**config.mk**
```make
export PLATFORM = sky130hd
export DESIGN_NAME = booth_r4_mult_flat
export DESIGN_NICKNAME = d
export VERILOG_FILES = /design/src/rtl/booth_r4_pkg.sv /design/src/rtl/booth_r4_mult_if.sv /design/src/rtl/booth_r4_addsub.sv /design/src/rtl/booth_r4_recoder.sv /design/src/rtl/booth_r4_mult.sv /design/src/flat_wrapper.sv
export SDC_FILE = /design/constraint.sdc
export NUM_CORES = 1
export LEC_CHECK = 0
export ABC_AREA = 1
export BUFFER_PORTS_ARGS = -buffer_cell sky130_fd_sc_hd__buf_2
export CORE_MARGIN = 3
export CORE_UTILIZATION = 50
export CTS_CLUSTER_DIAMETER = 50
export CTS_CLUSTER_SIZE = 8
export DETAILED_ROUTE_END_ITERATION = 8
export HOLD_SLACK_MARGIN = 0.03
export PLACE_DENSITY = 0.77
export SLEW_MARGIN = 20
export SYNTH_ARGS = -nofsm -noshare
export SYNTH_HDL_FRONTEND = slang
export SYNTH_HIERARCHICAL = 1
export SYNTH_SLANG_ARGS = --single-unit
```
**constraint.sdc**
```tcl
create_clock -name clk -period 3.7 [get_ports clk]
set_input_delay 0.37 -clock clk [delete_from_list [all_inputs] [get_ports clk]]
set_output_delay 0.37 -clock clk [all_outputs]
set_load 0.05 [all_outputs]
```
**src/rtl/booth_r4_pkg.sv**
```systemverilog
// booth_r4_pkg
// Shared definitions for the radix-4 Booth multiplier: FSM states,
// recoded Booth digits and the internal-width helper.
package booth_r4_pkg;

    typedef enum logic [1:0] {
        IDLE,
        LOAD,
        CALC,
        DONE
    } state_e;

    typedef enum logic [2:0] {
        ZERO,
        PLUS_M,
        PLUS_2M,
        MINUS_M,
        MINUS_2M
    } digit_e;

    // Internal datapath width. The two extra bits let unsigned operands
    // ride through the signed Booth datapath as positive numbers.
    function automatic int W(input int n);
        return n + 2;
    endfunction

endpackage

```
**src/rtl/booth_r4_mult_if.sv**
```systemverilog
// booth_r4_mult_if
// Start/done handshake and operand/result bus of the Booth multiplier.
//   start, signed_mode, multiplicand, multiplier : master -> slave
//   busy, done, product                          : slave -> master
interface booth_r4_mult_if #(
    parameter int N = 8
);
    logic           start;
    logic           signed_mode;
    logic [N-1:0]   multiplicand;
    logic [N-1:0]   multiplier;
    logic           busy;
    logic           done;
    logic [2*N-1:0] product;

    modport master (
        output start, signed_mode, multiplicand, multiplier,
        input  busy, done, product
    );

    modport slave (
        input  start, signed_mode, multiplicand, multiplier,
        output busy, done, product
    );
endinterface

```
**src/rtl/booth_r4_addsub.sv**
```systemverilog
// booth_r4_addsub
// Parameterised adder/subtractor: sum_o = a_i + b_i, or a_i - b_i when sub_i.
//   a_i, b_i : WIDTH-bit operands
//   sub_i    : 1 = subtract (two's complement of b_i)
//   sum_o    : WIDTH-bit result (wraps)
//   cout_o   : carry out of the top bit
module booth_r4_addsub #(
    parameter int WIDTH = 8
) (
    input  logic [WIDTH-1:0] a_i,
    input  logic [WIDTH-1:0] b_i,
    input  logic             sub_i,
    output logic [WIDTH-1:0] sum_o,
    output logic             cout_o
);
    assign {cout_o, sum_o} = {1'b0, a_i}
                           + {1'b0, b_i ^ {WIDTH{sub_i}}}
                           + {{WIDTH{1'b0}}, sub_i};
endmodule

```
**src/rtl/booth_r4_recoder.sv**
```systemverilog
// booth_r4_recoder
// Combinational radix-4 Booth recoder.
//   bits_i  : {q1, q0, q_m1} window of the multiplier
//   digit_o : selected digit (0, +-M, +-2M)
module booth_r4_recoder
    import booth_r4_pkg::*;
(
    input  logic [2:0] bits_i,
    output digit_e     digit_o
);
    always_comb begin
        digit_o = ZERO;
        case (bits_i)
            3'b001, 3'b010: digit_o = PLUS_M;
            3'b011:         digit_o = PLUS_2M;
            3'b100:         digit_o = MINUS_2M;
            3'b101, 3'b110: digit_o = MINUS_M;
            default:        digit_o = ZERO;
        endcase
    end
endmodule

```
**src/rtl/booth_r4_mult.sv**
```systemverilog
// booth_r4_mult
// Sequential radix-4 (modified Booth) multiplier, two multiplier bits per
// clock, signed or unsigned operands, start/done handshake.
//   clk   : rising-edge clock
//   reset : asynchronous, active-high
//   bus   : booth_r4_mult_if slave (start/operands in, busy/done/product out)
module booth_r4_mult
    import booth_r4_pkg::*;
#(
    parameter int N = 8
) (
    input  logic          clk,
    input  logic          reset,
    booth_r4_mult_if.slave bus
);
    localparam int WI = W(N);          // extended operand width
    localparam int AW = WI + 2;        // accumulator, headroom for +-2M
    localparam int CW = $clog2(WI / 2 + 1);

    state_e           state_q, state_d;
    logic [AW-1:0]    a_q, a_d;
    logic [WI-1:0]    m_q, m_d;
    logic [WI-1:0]    qr_q, qr_d;
    logic             qm1_q, qm1_d;
    logic [CW-1:0]    cnt_q, cnt_d;
    logic [2*N-1:0]   prod_q, prod_d;

    digit_e           digit;
    logic [AW-1:0]    m_sx;
    logic [AW-1:0]    addend;
    logic [AW-1:0]    sum;
    logic             sub;
    logic             unused_cout;
    logic [WI-1:0]    m_ext, q_ext;
    logic             take;

    // Unsigned operands are zero-extended so they look positive to the
    // signed datapath; the product still fits in 2N bits either way.
    assign m_ext = bus.signed_mode ? {{2{bus.multiplicand[N-1]}}, bus.multiplicand}
                                   : {2'b00, bus.multiplicand};
    assign q_ext = bus.signed_mode ? {{2{bus.multiplier[N-1]}}, bus.multiplier}
                                   : {2'b00, bus.multiplier};

    booth_r4_recoder u_rec (
        .bits_i  ({qr_q[1:0], qm1_q}),
        .digit_o (digit)
    );

    assign m_sx = {{2{m_q[WI-1]}}, m_q};

    always_comb begin
        addend = '0;
        sub    = 1'b0;
        case (digit)
            PLUS_M:   addend = m_sx;
            PLUS_2M:  addend = m_sx << 1;
            MINUS_M:  begin addend = m_sx;      sub = 1'b1; end
            MINUS_2M: begin addend = m_sx << 1; sub = 1'b1; end
            default:  addend = '0;
        endcase
    end

    booth_r4_addsub #(.WIDTH(AW)) u_add (
        .a_i    (a_q),
        .b_i    (addend),
        .sub_i  (sub),
        .sum_o  (sum),
        .cout_o (unused_cout)
    );

    // Operands are accepted only when idle or in the done cycle.
    assign take = bus.start && (state_q == IDLE || state_q == DONE);

    always_comb begin
        state_d = state_q;
        a_d     = a_q;
        m_d     = m_q;
        qr_d    = qr_q;
        qm1_d   = qm1_q;
        cnt_d   = cnt_q;
        prod_d  = prod_q;
        case (state_q)
            IDLE: state_d = IDLE;
            LOAD: state_d = CALC;
            CALC: begin
                // Add the digit, then arithmetic shift {A,Q,q_m1} right by 2.
                a_d   = {{2{sum[AW-1]}}, sum[AW-1:2]};
                qr_d  = {sum[1:0], qr_q[WI-1:2]};
                qm1_d = qr_q[1];
                cnt_d = cnt_q + CW'(1);
                if (cnt_q == CW'(WI / 2 - 1)) begin
                    state_d = DONE;
                    // Product is captured on the edge that enters DONE.
                    prod_d  = {a_d[N-3:0], qr_d};
                end
            end
            DONE: state_d = IDLE;
            default: state_d = IDLE;
        endcase
        if (take) begin
            state_d = LOAD;
            a_d     = '0;
            m_d     = m_ext;
            qr_d    = q_ext;
            qm1_d   = 1'b0;
            cnt_d   = '0;
        end
    end

    always_ff @(posedge clk or posedge reset) begin
        if (reset) begin
            state_q <= IDLE;
            a_q     <= '0;
            m_q     <= '0;
            qr_q    <= '0;
            qm1_q   <= 1'b0;
            cnt_q   <= '0;
            prod_q  <= '0;
        end else begin
            state_q <= state_d;
            a_q     <= a_d;
            m_q     <= m_d;
            qr_q    <= qr_d;
            qm1_q   <= qm1_d;
            cnt_q   <= cnt_d;
            prod_q  <= prod_d;
        end
    end

    assign bus.busy    = (state_q == LOAD) || (state_q == CALC);
    assign bus.done    = (state_q == DONE);
    assign bus.product = prod_q;

endmodule

```
**src/flat_wrapper.sv**
```systemverilog
// flat-port wrapper written by rule: the top's interface ports become plain ports
module booth_r4_mult_flat import booth_r4_pkg::*;
#(
    parameter int N = 8
)
  (clk, reset, bus_start, bus_signed_mode, bus_multiplicand, bus_multiplier, bus_busy, bus_done, bus_product);
  booth_r4_mult_if #(.N(N)) bus_i ();
  input  logic clk;
  input  logic reset;
  input wire logic [$bits(bus_i.start)-1:0] bus_start;
  input wire logic [$bits(bus_i.signed_mode)-1:0] bus_signed_mode;
  input wire logic [$bits(bus_i.multiplicand)-1:0] bus_multiplicand;
  input wire logic [$bits(bus_i.multiplier)-1:0] bus_multiplier;
  output wire logic [$bits(bus_i.busy)-1:0] bus_busy;
  output wire logic [$bits(bus_i.done)-1:0] bus_done;
  output wire logic [$bits(bus_i.product)-1:0] bus_product;
  assign bus_i.start = bus_start;
  assign bus_i.signed_mode = bus_signed_mode;
  assign bus_i.multiplicand = bus_multiplicand;
  assign bus_i.multiplier = bus_multiplier;
  assign bus_busy = bus_i.busy;
  assign bus_done = bus_i.done;
  assign bus_product = bus_i.product;
  booth_r4_mult #(.N(N)) u_core (.clk(clk), .reset(reset), .bus(bus_i));
endmodule
```
# Yosys cells after proc, flatten, opt, wreduce, memory -nomap -nowiden
# Cells that the tools add are included.
# W data, S select, Z words.
[classes]
addsub = 3
eq_ne = 15
muxes = 16
bitwise = 1
reduce_logical = 12
[op_table]
columns = ["cell", "n"]
rows = [
  ["$mux W10", 4],
  ["$mux W12", 2],
  ["$pmux W12 S2", 1],
  ["$eq A3 B3 Y1 const B", 5],
  ["$add A12 B1 Y12", 1],
  ["$add A12 B12 Y12", 1],
  ["$eq A3 B2 Y1 const B", 4],
  ["$pmux W3 S4", 1],
  ["$reduce_or A2 Y1", 6],
  ["$xor A12 B12 Y12", 1],
  ["$eq A3 B1 Y1 const B", 2],
  ["$mux W3", 2],
  ["$pmux W2 S3", 1],
  ["$eq A2 B2 Y1 const B", 2],
  ["$mux W2", 2],
  ["$add A3 B1 Y3 const B", 1],
  ["$mux W1", 3],
  ["$ne A3 B1 Y1 const B", 1],
  ["$eq A2 B1 Y1 const B", 1],
  ["$logic_not A2 Y1", 1],
  ["$logic_or A1 B1 Y1", 2],
  ["$reduce_and A2 Y1", 1],
  ["$reduce_bool A2 Y1", 1],
  ["$logic_and A1 B1 Y1", 1],
]
[word_totals]
ff_bits = 54

# Depth between registers and ports, before layout
[logic_depth]
depth_word = 11
mapped_depth = 21
mapped_depth_nobuf = 21

# Hierarchy
# The synthesis kept the hierarchy.
[modules_own_cells]
columns = ["mod", "instances", "cells_each", "area_per_inst_um2", "seq_area_each_um2"]
rows = [
  ["booth_r4_mult", 1, 273, 2273.4, 1276.2],
  ["booth_r4_addsub", 1, 147, 823.3, 0.0],
  ["booth_r4_recoder", 1, 9, 45.0, 0.0],
]

# Least setup slack after synthesis
# OpenSTA, ideal clock, no wires.
[synth_timing]
kind = "register -> register"
from = "register u_core.qr_q[0]"
to = "register u_core.a_q[4]"
setup_ps = 77
arrival_time_ps = 2570
required_time_ps = 3623
path_slack_ps = 1053
path_stages_with_launch = 13
synth_period_minus_slack_ps = 2647
path_cell_list = "dfrtp_1 nor3_1 nand2_1 o21ai_0 buf_4 xor2_1 ha_1 a21oi_1 nand2_1 a21oi_1 xnor2_1 inv_1 a21oi_1"
[synth_via]
elab_chain_cells = 11
[synth_lines]
columns = ["element", "line_no", "text"]
rows = [
  ["start: declaration", "booth_r4_mult.sv:23", "logic [WI-1:0] qr_q, qr_d;"],
  ["start signal: assignment", "booth_r4_mult.sv:123", "qr_q <= qr_d;"],
  ["$eq A3 B3 Y1 (tied with other cells)", "booth_r4_recoder.sv:13", "case (bits_i)"],
  ["$reduce_or A2 Y1", "booth_r4_recoder.sv:13", ""],
  ["$pmux W3 S4 (*)", "booth_r4_recoder.sv:13", ""],
  ["net u_core.digit[2]", "booth_r4_mult.sv:28", "digit_e digit;"],
  ["$eq A3 B2 Y1 or $eq A3 B3 Y1 (tied branches)", "booth_r4_mult.sv:54", "case (digit)"],
  ["$reduce_or A2 Y1 (no source line) (*)", "n/a", ""],
  ["$mux W1 (*)", "booth_r4_mult.sv:54", ""],
  ["net u_core.sub", "booth_r4_mult.sv:32", "logic sub;"],
  ["$xor A12 B12 Y12", "booth_r4_addsub.sv:17", "+ {1'b0, b_i ^ {WIDTH{sub_i}}}"],
  ["$add A12 B12 Y12", "booth_r4_addsub.sv:17", ""],
  ["$add A12 B1 Y12 (*)", "booth_r4_addsub.sv:18", "+ {{WIDTH{1'b0}}, sub_i};"],
  ["net u_core.sum[6]", "booth_r4_mult.sv:31", "logic [AW-1:0] sum;"],
  ["$mux W12 (*)", "booth_r4_mult.sv:82", "case (state_q)"],
  ["$mux W12 (*)", "booth_r4_mult.sv:100", "if (take) begin"],
  ["end signal: assignment", "booth_r4_mult.sv:113", "a_q <= '0;"],
  ["end signal: assignment", "booth_r4_mult.sv:121", "a_q <= a_d;"],
  ["end: declaration", "booth_r4_mult.sv:21", "logic [AW-1:0] a_q, a_d;"],
]
# The timed path passes the listed nets; every way through them passes the cells marked *. The select of a mux whose other input is x is not followed.
# A chain may end at the register's enable or synchronous reset.

# Worst setup path after layout
[layout_timing]
from = "register u_core.qr_q[0]"
to = "register u_core.a_q[6]"
[layout_via]
elab_chain_cells = 11
[layout_lines]
columns = ["element", "line_no", "text"]
rows = [
  ["$eq A3 B3 Y1 (tied with other cells)", "booth_r4_recoder.sv:13", ""],
  ["$reduce_or A2 Y1", "booth_r4_recoder.sv:13", ""],
  ["$pmux W3 S4 (*)", "booth_r4_recoder.sv:13", ""],
  ["net u_core.digit[2]", "booth_r4_mult.sv:28", ""],
  ["$eq A3 B2 Y1 (tied with other cells)", "booth_r4_mult.sv:54", ""],
  ["$reduce_or A2 Y1 (no source line)", "n/a", ""],
  ["$pmux W12 S2 (*)", "booth_r4_mult.sv:54", ""],
  ["net u_core.addend[1]", "booth_r4_mult.sv:30", "logic [AW-1:0] addend;"],
  ["$xor A12 B12 Y12 (*)", "booth_r4_addsub.sv:17", ""],
  ["$add A12 B12 Y12 (*)", "booth_r4_addsub.sv:17", ""],
  ["$add A12 B1 Y12 (*)", "booth_r4_addsub.sv:18", ""],
  ["net u_core.sum[8]", "booth_r4_mult.sv:31", ""],
  ["$mux W12 (*)", "booth_r4_mult.sv:82", ""],
  ["$mux W12 (*)", "booth_r4_mult.sv:100", ""],
]
# Marked as above.

==> results.json <==
{
  "tightestPinTransition_ns": 0.8719,
  "die_w_um": 84.97,
  "most-common-layout-cells": "nand2_1, inv_1, nand3_1",
  "fin_worst_skew_ns": 0.01084,
  "final_common_cell": "nand2_1",
  "clockBufferDepth": 2,
  "core_mm2": 0.005991,
  "ant_nets": 0,
  "place_hpwl_um": 4784,
  "diodes": 0,
  "endpoint_kind": "register",
  "vias": 2762,
  "ios": 38,
  "drc": 0,
  "criticalPathCategory": "register to register",
  "clkLatencyLatePin_ns": 0.31,
  "syn-instance-count": 424,
  "first_global_vias": 2614,
  "synth_area_mm2": 0.003118,
  "max_slew_margin": 0.4181,
  "start_util": 0.5205,
  "postCtsSetupBuffers": 0,
  "cts_buffers": 5,
  "yosys_warnings": 6,
  "layout.nets": 493,
  "synth_fp_nets": 460,
  "htreeDepth": 2,
  "worstPathArrival_ns": 3.06,
  "num_rows": 28,
  "cts_tree": "done",
  "drive_gt1_frac": 0.1419,
  "place_congestion": 0.9512,
  "grt_max_degree": 52,
  "wirelength_um": 6553,
  "clk_pin_slew_ns": 0.09,
  "wl_per_cell_um": 12.29,
  "antenna_found_initial": 0,
  "synth_area_per_cell_um2": 7.354,
  "setup_violations": 0,
  "final-hold-violation-count": 0,
  "first_pass_iters": 5,
  "period_needed_ns": 2.860,
  "viasPerCell": 5.182,
  "area_growth_pct": 10.31,
  "portBuffers": 37,
  "ctsHoldBuffers": 0,
  "crit_required_ns": 3.90,
  "startpoint_type": "register",
  "post-route-period-util": 0.7731,
  "tns_ns": 0,
  "rsz0062_at_grt": "no",
  "cts-root-buf": "clkbuf_8",
  "grt_use_total": 0.1964,
  "cts_resized": 0,
  "status": "finished clean",
  "drt_iter0_drc": 239,
  "clock_sinks": 51,
  "die_y_um": 84.97,
  "fmax_mhz": 349.6,
  "maxCapViolCount": 0,
  "drv_slew": 0,
  "hp-class": "input port to asynchronous set/reset pin",
  "path_max_fanout": 9,
  "grt_pass1_wl_um": 11690,
  "die_area_mm2": 0.007220,
  "grt_overflow": 0
}
[area by class of cell]
type	instances	area, um^2
Timing Repair Buffer	40	207.7
Sequential cell	51	1276
Fill cell	543	2551
Clock buffer	5	68.82
Inverter	61	230.2
Tap cell	75	93.84
Multi-Input combinational cell	298	1543
Clock inverter	3	20.02
[worst max-delay path: stages, from the launching register on]
cell and delay (ns):
dfrtp_1 0.45, nor3_1 0.39, inv_1 0.13, nand2_1 0.08, nand2_1 0.17, nand3_1 0.12, nand2_1 0.07, xnor2_1 0.18
fa_1 0.45, inv_1 0.13, nand3_1 0.08, nand3_1 0.12, nand2_1 0.09, nand3_1 0.10, nand2_1 0.06, nor2_1 0.09
nor2_1 0.06
[final timing paths]
kind,from,endpoint,slack (ns),depth (start not counted)
setup reg to reg,u_core/qr_q[0]$_DFFE_PP0P_,u_core/a_q[6]$_DFFE_PP0P_,0.84,16
hold reg to reg,u_core/bus.product[2]$_DFFE_PP0P_,u_core/bus.product[2]$_DFFE_PP0P_,0.49,2
hold / removal,reset,u_core/bus.product[6]$_DFFE_PP0P_,0.21,2
max in group asynchronous,reset,u_core/a_q[6]$_DFFE_PP0P_,2.97,2
setup / recovery,u_core/qr_q[0]$_DFFE_PP0P_,u_core/a_q[6]$_DFFE_PP0P_,0.84,16
min in group clk,bus_multiplicand[6],u_core/m_q[6]$_DFFE_PP0P_,0.26,3
[metrics by stage]
| stage | hold WS [ns] | setup WS (ns) | utilization | area [um^2] | cells |
|---|---|---|---|---|---|
| after detailed placement | 0.4732 | 0.8884 | 0.5583 | 3344 | 525 |
| after CTS | 0.2465 | 0.8676 | 0.5731 | 3433 | 533 |
| after global routing | 0.2500 | 0.5835 | 0.5741 | 3440 | 533 |
| final | 0.2064 | 0.8397 | 0.5741 | 3440 | 533 |
| after global placement | 0.4679 | 0.9894 | 0.5583 | 3344 | 525 |
| after floorplan | 0.4636 | 1.053 | - | 3118 | 424 |
[per-layer routing]
metal  vias to the layer above  GRT usage  part of all wire
li1                       1402          -                 -
met1                      1278     0.2759              0.49
met2                        78     0.3136              0.46
met3                         4    0.04175             0.049
met4                         0    0.04317            0.0060
met5                         -          0                 0
[state kept, by name, summed over array words and instances (netlist names)]
| name | flops |
|---|---|
| u_core/a_q | 10 |
| u_core/bus.product | 16 |
| u_core/cnt_q | 3 |
| u_core/m_q | 9 |
| u_core/qm1_q | 1 |
| u_core/qr_q | 10 |
| u_core/state_q | 2 |
Power is not shown: default switching activity piles up to over one toggle a cycle in this logic, so the estimate is an artifact.
